## src/rtl/qsfp_link_ctrl.sv

```systemverilog
// qsfp_link_ctrl: bring-up and supervision of one QSFP28 cage and its Ethernet GT/MAC core.
// Optional `QSFP_INTL_RETRAIN_EN: a module interrupt while UP forces a GT retrain.
module qsfp_link_ctrl #(
   parameter int unsigned T_REFCLK   = 1000,
   parameter int unsigned T_RESETL   = 1000,
   parameter int unsigned T_INIT     = 200000,
   parameter int unsigned T_LOCK     = 100000,
   parameter int unsigned T_DEBOUNCE = 1000,
   parameter int unsigned MAX_RETRY  = 3,
   parameter logic [1:0]  FS         = 2'b11
) (
   input  logic       clock,
   input  logic       reset,
   input  logic       enable,
   input  logic       qsfp_modprsl,
   input  logic       qsfp_intl,
   input  logic       gt_ready,
   output logic       qsfp_modsell,
   output logic       qsfp_resetl,
   output logic       qsfp_lpmode,
   output logic       qsfp_refclk_reset,
   output logic [1:0] qsfp_fs,
   output logic       gt_reset,
   output logic       link_up,
   output logic [7:0] status,
   output logic       link_event
);
   typedef enum logic [2:0] {OFF, REFCLK_RST, MOD_RESET, MOD_INIT, GT_RST, WAIT_LOCK, UP, FAULT} state_t;
   localparam logic [23:0] L_REFCLK = 24'(T_REFCLK - 1);
   localparam logic [23:0] L_RESETL = 24'(T_RESETL - 1);
   localparam logic [23:0] L_INIT   = 24'(T_INIT - 1);
   localparam logic [23:0] L_LOCK   = 24'(T_LOCK - 1);
   localparam logic [23:0] L_DB     = 24'(T_DEBOUNCE - 1);
   localparam logic [3:0]  R_MAX    = 4'(MAX_RETRY);
   state_t state, state_n;
   logic [1:0] prsl_s, intl_s, rdy_s;
   logic [23:0] tmr, tmr_load, db_cnt;
   logic [3:0] retry;
   logic present, present_n, flip, intl_fall, retrain, expired;
   // presence flips on the last cycle of a full stable window; abort tracks that same edge
   assign flip = prsl_s[1] == present && db_cnt == L_DB;
   assign present_n = present ^ flip;
   assign intl_fall = intl_s[1] & ~intl_s[0];
   assign expired = tmr == '0;
`ifdef QSFP_INTL_RETRAIN_EN
   assign retrain = intl_fall;
`else
   assign retrain = 1'b0;
`endif
   assign tmr_load = state_n == REFCLK_RST ? L_REFCLK :
                     state_n == MOD_RESET  ? L_RESETL :
                     state_n == MOD_INIT   ? L_INIT   :
                     state_n == GT_RST     ? 24'd15   :
                     state_n == WAIT_LOCK  ? L_LOCK   : '0;
   always_comb begin
      state_n = state;
      case (state)
         OFF:        state_n = enable && present ? REFCLK_RST : OFF;
         REFCLK_RST: state_n = expired ? MOD_RESET : state;
         MOD_RESET:  state_n = expired ? MOD_INIT : state;
         MOD_INIT:   state_n = expired ? GT_RST : state;
         GT_RST:     state_n = expired ? WAIT_LOCK : state;
         WAIT_LOCK:  state_n = rdy_s[1] ? UP : !expired ? WAIT_LOCK : retry == R_MAX ? FAULT : GT_RST;
         UP:         state_n = !rdy_s[1] || retrain ? GT_RST : UP;
         default:    state_n = state;
      endcase
      if (!enable || !present_n) state_n = OFF;
   end
   always_ff @(posedge clock) begin
      if (reset) begin
         prsl_s     <= 2'b11;
         intl_s     <= 2'b11;
         rdy_s      <= 2'b00;
         present    <= 1'b0;
         db_cnt     <= '0;
         state      <= OFF;
         tmr        <= '0;
         retry      <= '0;
         link_event <= 1'b0;
      end else begin
         prsl_s     <= {prsl_s[0], qsfp_modprsl};
         intl_s     <= {intl_s[0], qsfp_intl};
         rdy_s      <= {rdy_s[0], gt_ready};
         present    <= present_n;
         db_cnt     <= prsl_s[1] == present && !flip ? db_cnt + 24'd1 : '0;
         state      <= state_n;
         tmr        <= state_n != state ? tmr_load : expired ? tmr : tmr - 24'd1;
         retry      <= state_n == UP || state_n == OFF ? '0 :
                       state == WAIT_LOCK && state_n == GT_RST ? retry + 4'd1 : retry;
         link_event <= (state_n == UP) != (state == UP) || (state_n == FAULT && state != FAULT) || flip || intl_fall;
      end
   end
   assign qsfp_refclk_reset = state == OFF || state == REFCLK_RST;
   assign qsfp_resetl = state >= MOD_INIT;
   assign qsfp_modsell = ~qsfp_resetl;
   assign qsfp_lpmode = ~qsfp_resetl;
   assign qsfp_fs = FS;
   assign gt_reset = !(state == WAIT_LOCK || state == UP);
   assign link_up = state == UP;
   assign status = {intl_s[1], present, state == FAULT, link_up, 1'b0, state};
endmodule

```

## config.mk

```make
export PLATFORM = sky130hd
export DESIGN_NAME = qsfp_link_ctrl
export DESIGN_NICKNAME = d
export VERILOG_FILES = /design/src/rtl/qsfp_link_ctrl.sv
export SDC_FILE = /design/constraint.sdc
export NUM_CORES = 1
export LEC_CHECK = 0
export ABC_CLOCK_PERIOD_IN_PS = 6900
export BUFFER_PORTS_ARGS = -buffer_cell sky130_fd_sc_hd__buf_4
export CAP_MARGIN = 30
export CORE_ASPECT_RATIO = 1.2
export CORE_UTILIZATION = 48
export CTS_BUF_LIST = sky130_fd_sc_hd__clkbuf_16
export DETAILED_ROUTE_END_ITERATION = 8
export GPL_TIMING_DRIVEN = 1
export HOLD_SLACK_MARGIN = 0.15
export PLACE_DENSITY_LB_ADDON = 0.05
export SYNTH_ARGS = -nofsm -noshare
export SYNTH_HDL_FRONTEND = slang
export SYNTH_SLANG_ARGS = --single-unit
```

## constraint.sdc

```tcl
create_clock -name clock -period 6.9 [get_ports clock]
set_clock_uncertainty 0.05 [all_clocks]
set_input_delay 1.38 -clock clock [delete_from_list [all_inputs] [get_ports clock]]
set_output_delay 1.38 -clock clock [all_outputs]
set_load 0.1 [all_outputs]
```

After elaboration in Yosys (flattened, before gate mapping)
Index checks and enable logic that the tools add are counted.
{ "totals": {"regBits": 63, "input_bits": 6, "output_inout_bits": 17, "wordCells": 78} }
{ "op_classes": {"n_addsub": 3, "magnitude_cmp": 1, "n_eq_ne": 21, "mux": 18, "n_bitwise": 5, "n_reduce_logical": 21} }
{ "op_table": {"columns": ["op", "count"], "rows": [
  ["two-way mux 18 bit", 3],
  ["two-way mux 24 bit", 2],
  ["two-way mux 17 bit", 2],
  ["adder 24 x 1 -> 24 bit, second input constant", 1],
  ["== test 24 x 10 -> 1 bit, second input constant", 1],
  ["== test 3 bit, second input constant", 8],
  ["logical NOT 24 bit", 1],
  ["subtractor 24 x 1 -> 24 bit, second input constant", 1],
  ["case mux 3 bit (7 select lines)", 1],
  ["two-way mux 3 bit", 5],
  ["== test 3 x 2 -> 1 bit, second input constant", 4],
  ["two-way mux 2 bit", 4],
  ["logical OR 1 bit", 7],
  ["== test 3 x 1 -> 1 bit, second input constant", 2],
  ["logical NOT 3 bit", 2],
  ["logical AND 1 bit", 5],
  ["adder 4 x 1 -> 4 bit, second input constant", 1],
  ["== test 4 x 2 -> 1 bit, second input constant", 1],
  ["logical NOT 1 bit", 4],
  ["OR reduction 2 bit", 2],
  ["greater-or-equal comparator 3 x 2 -> 1 bit, second input constant", 1],
  ["!= test 3 bit", 1],
  ["!= test 3 bit, second input constant", 1],
  ["NOT 1 bit", 3],
  ["other kinds (6)", 6]
]} }

Logic depth before layout (Yosys ltp)
{ "logic_depth": {"ltp_word": 13, "depth_mapped": 12, "mapped_depth_nobuf": 9} }

Least setup slack after synthesis
No wires, ideal clock.
{ "synth_timing": {"path_kind": "register -> output", "start": "register state[2]", "end": "output port qsfp_modsell", "arrival_ps": 3305, "required_time_ps": 5470, "slack_ps": 2165, "path_stages_with_launch": 6, "path_buffers": 2, "cell_sequence": "dfxtp_1 clkbuf_1 inv_1 nand2_1 inv_1 buf_4"} }
{ "synth_between": {"elab_chain_cells": 2} }
{ "synth_rtl": {"columns": ["item", "line_no", "rtl"], "rows": [
  ["start: declaration", "35", "state_t state, state_n;"],
  ["start signal: assignment", "86", "state <= state_n;"],
  ["greater-or-equal comparator 3 x 2 -> 1 bit", "94", "assign qsfp_resetl = state >= MOD_INIT;"],
  ["via qsfp_resetl", "19", "output logic qsfp_resetl,"],
  ["NOT 1 bit", null, null],
  ["end: declaration", "18", "output logic qsfp_modsell,"]
]} }
The timed path passes the listed nets, and every way through them passes these cells.

Worst setup path after layout
{ "layout_timing": {"start": "register tmr[2]", "end": "register retry[3]"} }
{ "layout_between": {"elab_chain_cells": 8, "elab_cells_between_ends": 15, "classes_between": "eq/ne (2); mux (8); reduce/logical (5)"} }
{ "layout_rtl": {"columns": ["item", "line_no", "rtl"], "rows": [
  ["start: declaration", "37", "logic [23:0] tmr, tmr_load, db_cnt;"],
  ["start signal: assignment", "87", "tmr <= state_n != state ? tmr_load : expired ? tmr : tmr - 24'd1;"],
  ["logical NOT 24 bit *", "44", "assign expired = tmr == '0;"],
  ["two-way mux 2 bit (2 in series)", "63", "WAIT_LOCK: state_n = rdy_s[1] ? UP : !expired ? WAIT_LOCK : retry == R_MAX ? FAULT : GT_RST;"],
  ["case mux 3 bit (7 select lines) *", "57", "case (state)"],
  ["two-way mux 3 bit *", "67", "if (!enable || !present_n) state_n = OFF;"],
  ["== test 3 bit / logical NOT 3 bit (equally long branches)", "88", "retry <= state_n == UP || state_n == OFF ? '0 :"],
  ["logical OR 1 bit", "88", null],
  ["OR reduction 2 bit (no line)", null, null],
  ["end signal: assignment", "88", null],
  ["end: declaration", "38", "logic [3:0] retry;"]
]} }
Mark *: on every way between the ends. The rest lies on a longest branch, timed or not.
A chain may end at the register's enable or synchronous reset.

==> summary.md <==
| Metric | Value |
|---|---|
| Status | `finished, final reports clean` |
| Post-synthesis async set-or-reset flop share | `0%` |
| Slew of the pin with the lowest slew margin | `0.929 ns` |
| FF-to-FF path depth | `7` |
| Placed cell count | `488` |
| Num CTS Buffers | `9` |
| Setup TNS | `0 ns` |
| Slew headroom | `37.8%` |
| Worst EP required | `7.11 ns` |
| Core area | `6530 sq um` |
| First-pass GRT wire length | `12.4 mm` |
| Worst setup path start | `tmr[2]` |
| Worst-path clk slew | `0.05 ns` |
| Fin crit share | `46.6%` |
| Family with the most delay on the worst path | `simple AND/OR/NAND/NOR gates` |
| CTS Buffer Depth | `2` |
| Clk sink count | `63` |
| Row Count | `32` |
| Ports | `23` |
| Max_cap viols | `0` |
| Yosys cell types | `57` |
| PortBufs | `19` |
| Peak fanout along the critical path | `13` |
| Die Ht | `92.5 microns` |
| Crit-path cells | `or3_4, or3b_4, nor2_1, a211o_1, nand4_1, or3_1, a21oi_1` |
| Largest net degree at the start of global routing | `24` |
| Post-CTS Hold Buffers | `0` |
| Storage cell area | `1260 sq um` |
| DRC | `0` |
| CTS tree | `done` |
| GRT Residual Overflow | `0` |
| Total die area | `7170 sq um` |
| Critical R2R Launch | `tmr[2]` |
| Seq cells post-synth | `63` |
| Leakage | `1.33 nW` |
| Initial drt markers | `160` |
| Vias in the first global route | `2722` |
| Initial Utilization | `50.2%` |
| Final Wtd Congestion | `0.846` |
| Area grow syn2layout | `11.5%` |
| CP Capture Point | `retry[3]` |
| Area of the multi-input gates | `1860 sq um` |
| Critical path type | `register to register` |
| Worst hold path class | `register to register` |
| Fin. Hold Viols | `0` |
| Cell Count, Final, Fillers Out | `502` |
| Post_cts resized | `0` |
| Post-Synthesis Mean Instance Area | `8.07 sq um` |
| R2R Path End | `retry[3]` |
| GRT Total Usage | `22.1%` |
| Critical Path Stages | `7` |
| Die width | `77.4 microns` |
| Final ANT Viol Nets | `0` |
| Fin. max-slew vios | `0` |
| Post-synth top flop | `dfxtp_1` |
| Final setup vio count | `0` |
| Final WL | `7.06 mm` |
| DP HPWL | `5.07 mm` |
| Fraction of layout cells with a size suffix above 1 | `11.0%` |
| Post-Syn Instances | `406` |
| Wirelength per Cell | `14.1 microns` |
| Antenna violations before repair | `0` |
| FF-to-FF setup slack | `3.68 ns` |
| CP Buf/Inv Count | `0` |
| Vias per cell | `5.52` |
| PwrDens | `351 nW/um^2` |
| Hold Worst Slack | `0.357 ns` |
| Core Util, Final | `56.0%` |
| Synth warn | `0` |
| Post-CTS setup repair buffer count | `0` |
| Sequential share of the synthesized area | `38.5%` |
| CP endpoint kind | `register` |
| Vias | `2772` |
| RSZ-0062 raised after global routing | `false` |
| Worst-skew pair later-pin latency | `0.33 ns` |
| H-tree depth | `3` |
| Diode count | `0` |
| F_max | `0.311 GHz` |
| Final min period | `3.22 ns` |
| Worst EP arrival | `3.43 ns` |
| Final net count | `423` |
| Root Buffer | `clkbuf_16` |
| Synthesized area | `3280 sq um` |
| Fill count | `624` |
| Max stage delay cell, worst path | `nor2_1` |
| EDFF count, synth | `0` |
| Peak VDD IR | `0.000169 V` |
| Max incr delay on CP | `0.75 ns` |
| First-pass iteration count of the detailed router | `4` |
| Critical Path Start Type | `register` |
[worst min-delay path by stage]
stage                          from         to  slack (ns)  depth (start not counted)
after detailed placement  prsl_s[0]  prsl_s[1]        0.35                          1
after global routing      prsl_s[0]  prsl_s[1]        0.39                          1
after floorplan           prsl_s[0]  prsl_s[1]        0.34                          1
after global placement    prsl_s[0]  prsl_s[1]        0.34                          1
after CTS                 prsl_s[0]  prsl_s[1]        0.36                          1
final                     prsl_s[0]  prsl_s[1]        0.36                          1
[kinds of logic (layout without fill, tap and decap cells)]
group           after synthesis  after routing  synth area share [%]
simple gates                197            197                  30.7
compound gates               66             66                  12.7
flops                        63             63                  38.5
xor+xnor                     42             42                  11.2
buf+inv                      31             41                  4.92
fa+ha+maj                     3              3                  1.15
other cells                   2              3                 0.229
mux                           2              2                 0.611
[sequential cells by signal, indices dropped and copies added (netlist names)]
register,flops
prsl_s,2
state,3
present,1
db_cnt,24
rdy_s,2
tmr,24
retry,4
link_event,1
intl_s,2
[per-stage QoR]
step / area, sq um / power, W / setup slack (ns)
2_1_floorplan: 3280 / 0.000837 / 2.16
3_3_place_gp: 3410 / 0.000896 / 3.76
3_5_place_dp: 3410 / 0.000902 / 3.66
4_1_cts: 3650 / 0.00129 / 3.67
5_1_grt: 3650 / 0.00137 / 3.38
6_report: 3650 / 0.00128 / 3.68
[power breakdown]
group	switching (W)	total, W	internal, W
clock	0.000149	0.000382	0.000232
sequential	0.0000514	0.000472	0.000421
combinational	0.000248	0.000427	0.000179
[cells in the mapped netlist (3+ instances only)]
| master | n | area, sq um |
|---|---|---|
| nor2_1 | 61 | 229 |
| a211oi_1 | 5 | 37.5 |
| buf_2 | 3 | 15.0 |
| a21oi_1 | 22 | 110 |
| dfxtp_1 | 63 | 1260 |
| nand3_1 | 16 | 80.1 |
| ha_1 | 3 | 37.5 |
| inv_1 | 7 | 26.3 |
| nand4_1 | 5 | 31.3 |
| a21o_1 | 3 | 22.5 |
| or2_2 | 7 | 43.8 |
| o21ai_0 | 15 | 75.1 |
| xnor2_1 | 18 | 158 |
| and4_1 | 3 | 26.3 |
| clkbuf_1 | 12 | 45.0 |
| buf_4 | 7 | 52.6 |
| nand2_1 | 39 | 146 |
| and3_1 | 7 | 43.8 |
| nor4_1 | 14 | 87.6 |
| a31oi_1 | 3 | 18.8 |
| nand2b_1 | 6 | 37.5 |
| nor2b_1 | 7 | 43.8 |
| xor2_1 | 24 | 210 |
| nor3_1 | 8 | 40.0 |
| or3_1 | 8 | 50.1 |
[area by class of cell]
cell class	instances	area share [%]
Clock buffer	9	6.16
Clock inverter	5	0.548
Inverter	7	0.719
Multi-Input combinational cell	313	51.0
Sequential cell	63	34.5
Tap cell	85	2.91
Timing Repair Buffer	20	4.11
[metal layers]
metal	wire [microns]	vias up	global-route usage, %
li1	-	1419	-
met4	257	0	15.4
met1	3190	1281	25.4
met5	0	-	0
met2	3410	49	37.0
met3	197	23	3.84
[layout by cell type, fill, tap and decap left out, types with 2 or more instances in the layout]
cell type  netlist  final
clkinv_1         0      2
a31oi_1          3      3
xnor2_1         18     18
nor4_1          14     14
nand2_1         39     39
a21oi_1         22     22
a21o_1           3      3
or2_2            7      7
dfxtp_1         63     63
nand3_1         16     16
nor2_1          61     61
nor3_1           8      8
o21ai_0         15     15
buf_4            7     20
nor2b_1          7      7
conb_1           2      3
and4_1           3      3
o22ai_1          2      2
or3_1            8      8
xor2_1          24     24
o41ai_1          2      2
inv_1            7      9
or2_1            2      2
ha_1             3      3
clkbuf_16        0      9
nand4_1          5      5
a211oi_1         5      5
mux2i_1          2      2
and3_1           7      7
and2_1           2      2
a211o_1          2      2
nand2b_1         6      6
(Power assumes the default switching activity.)
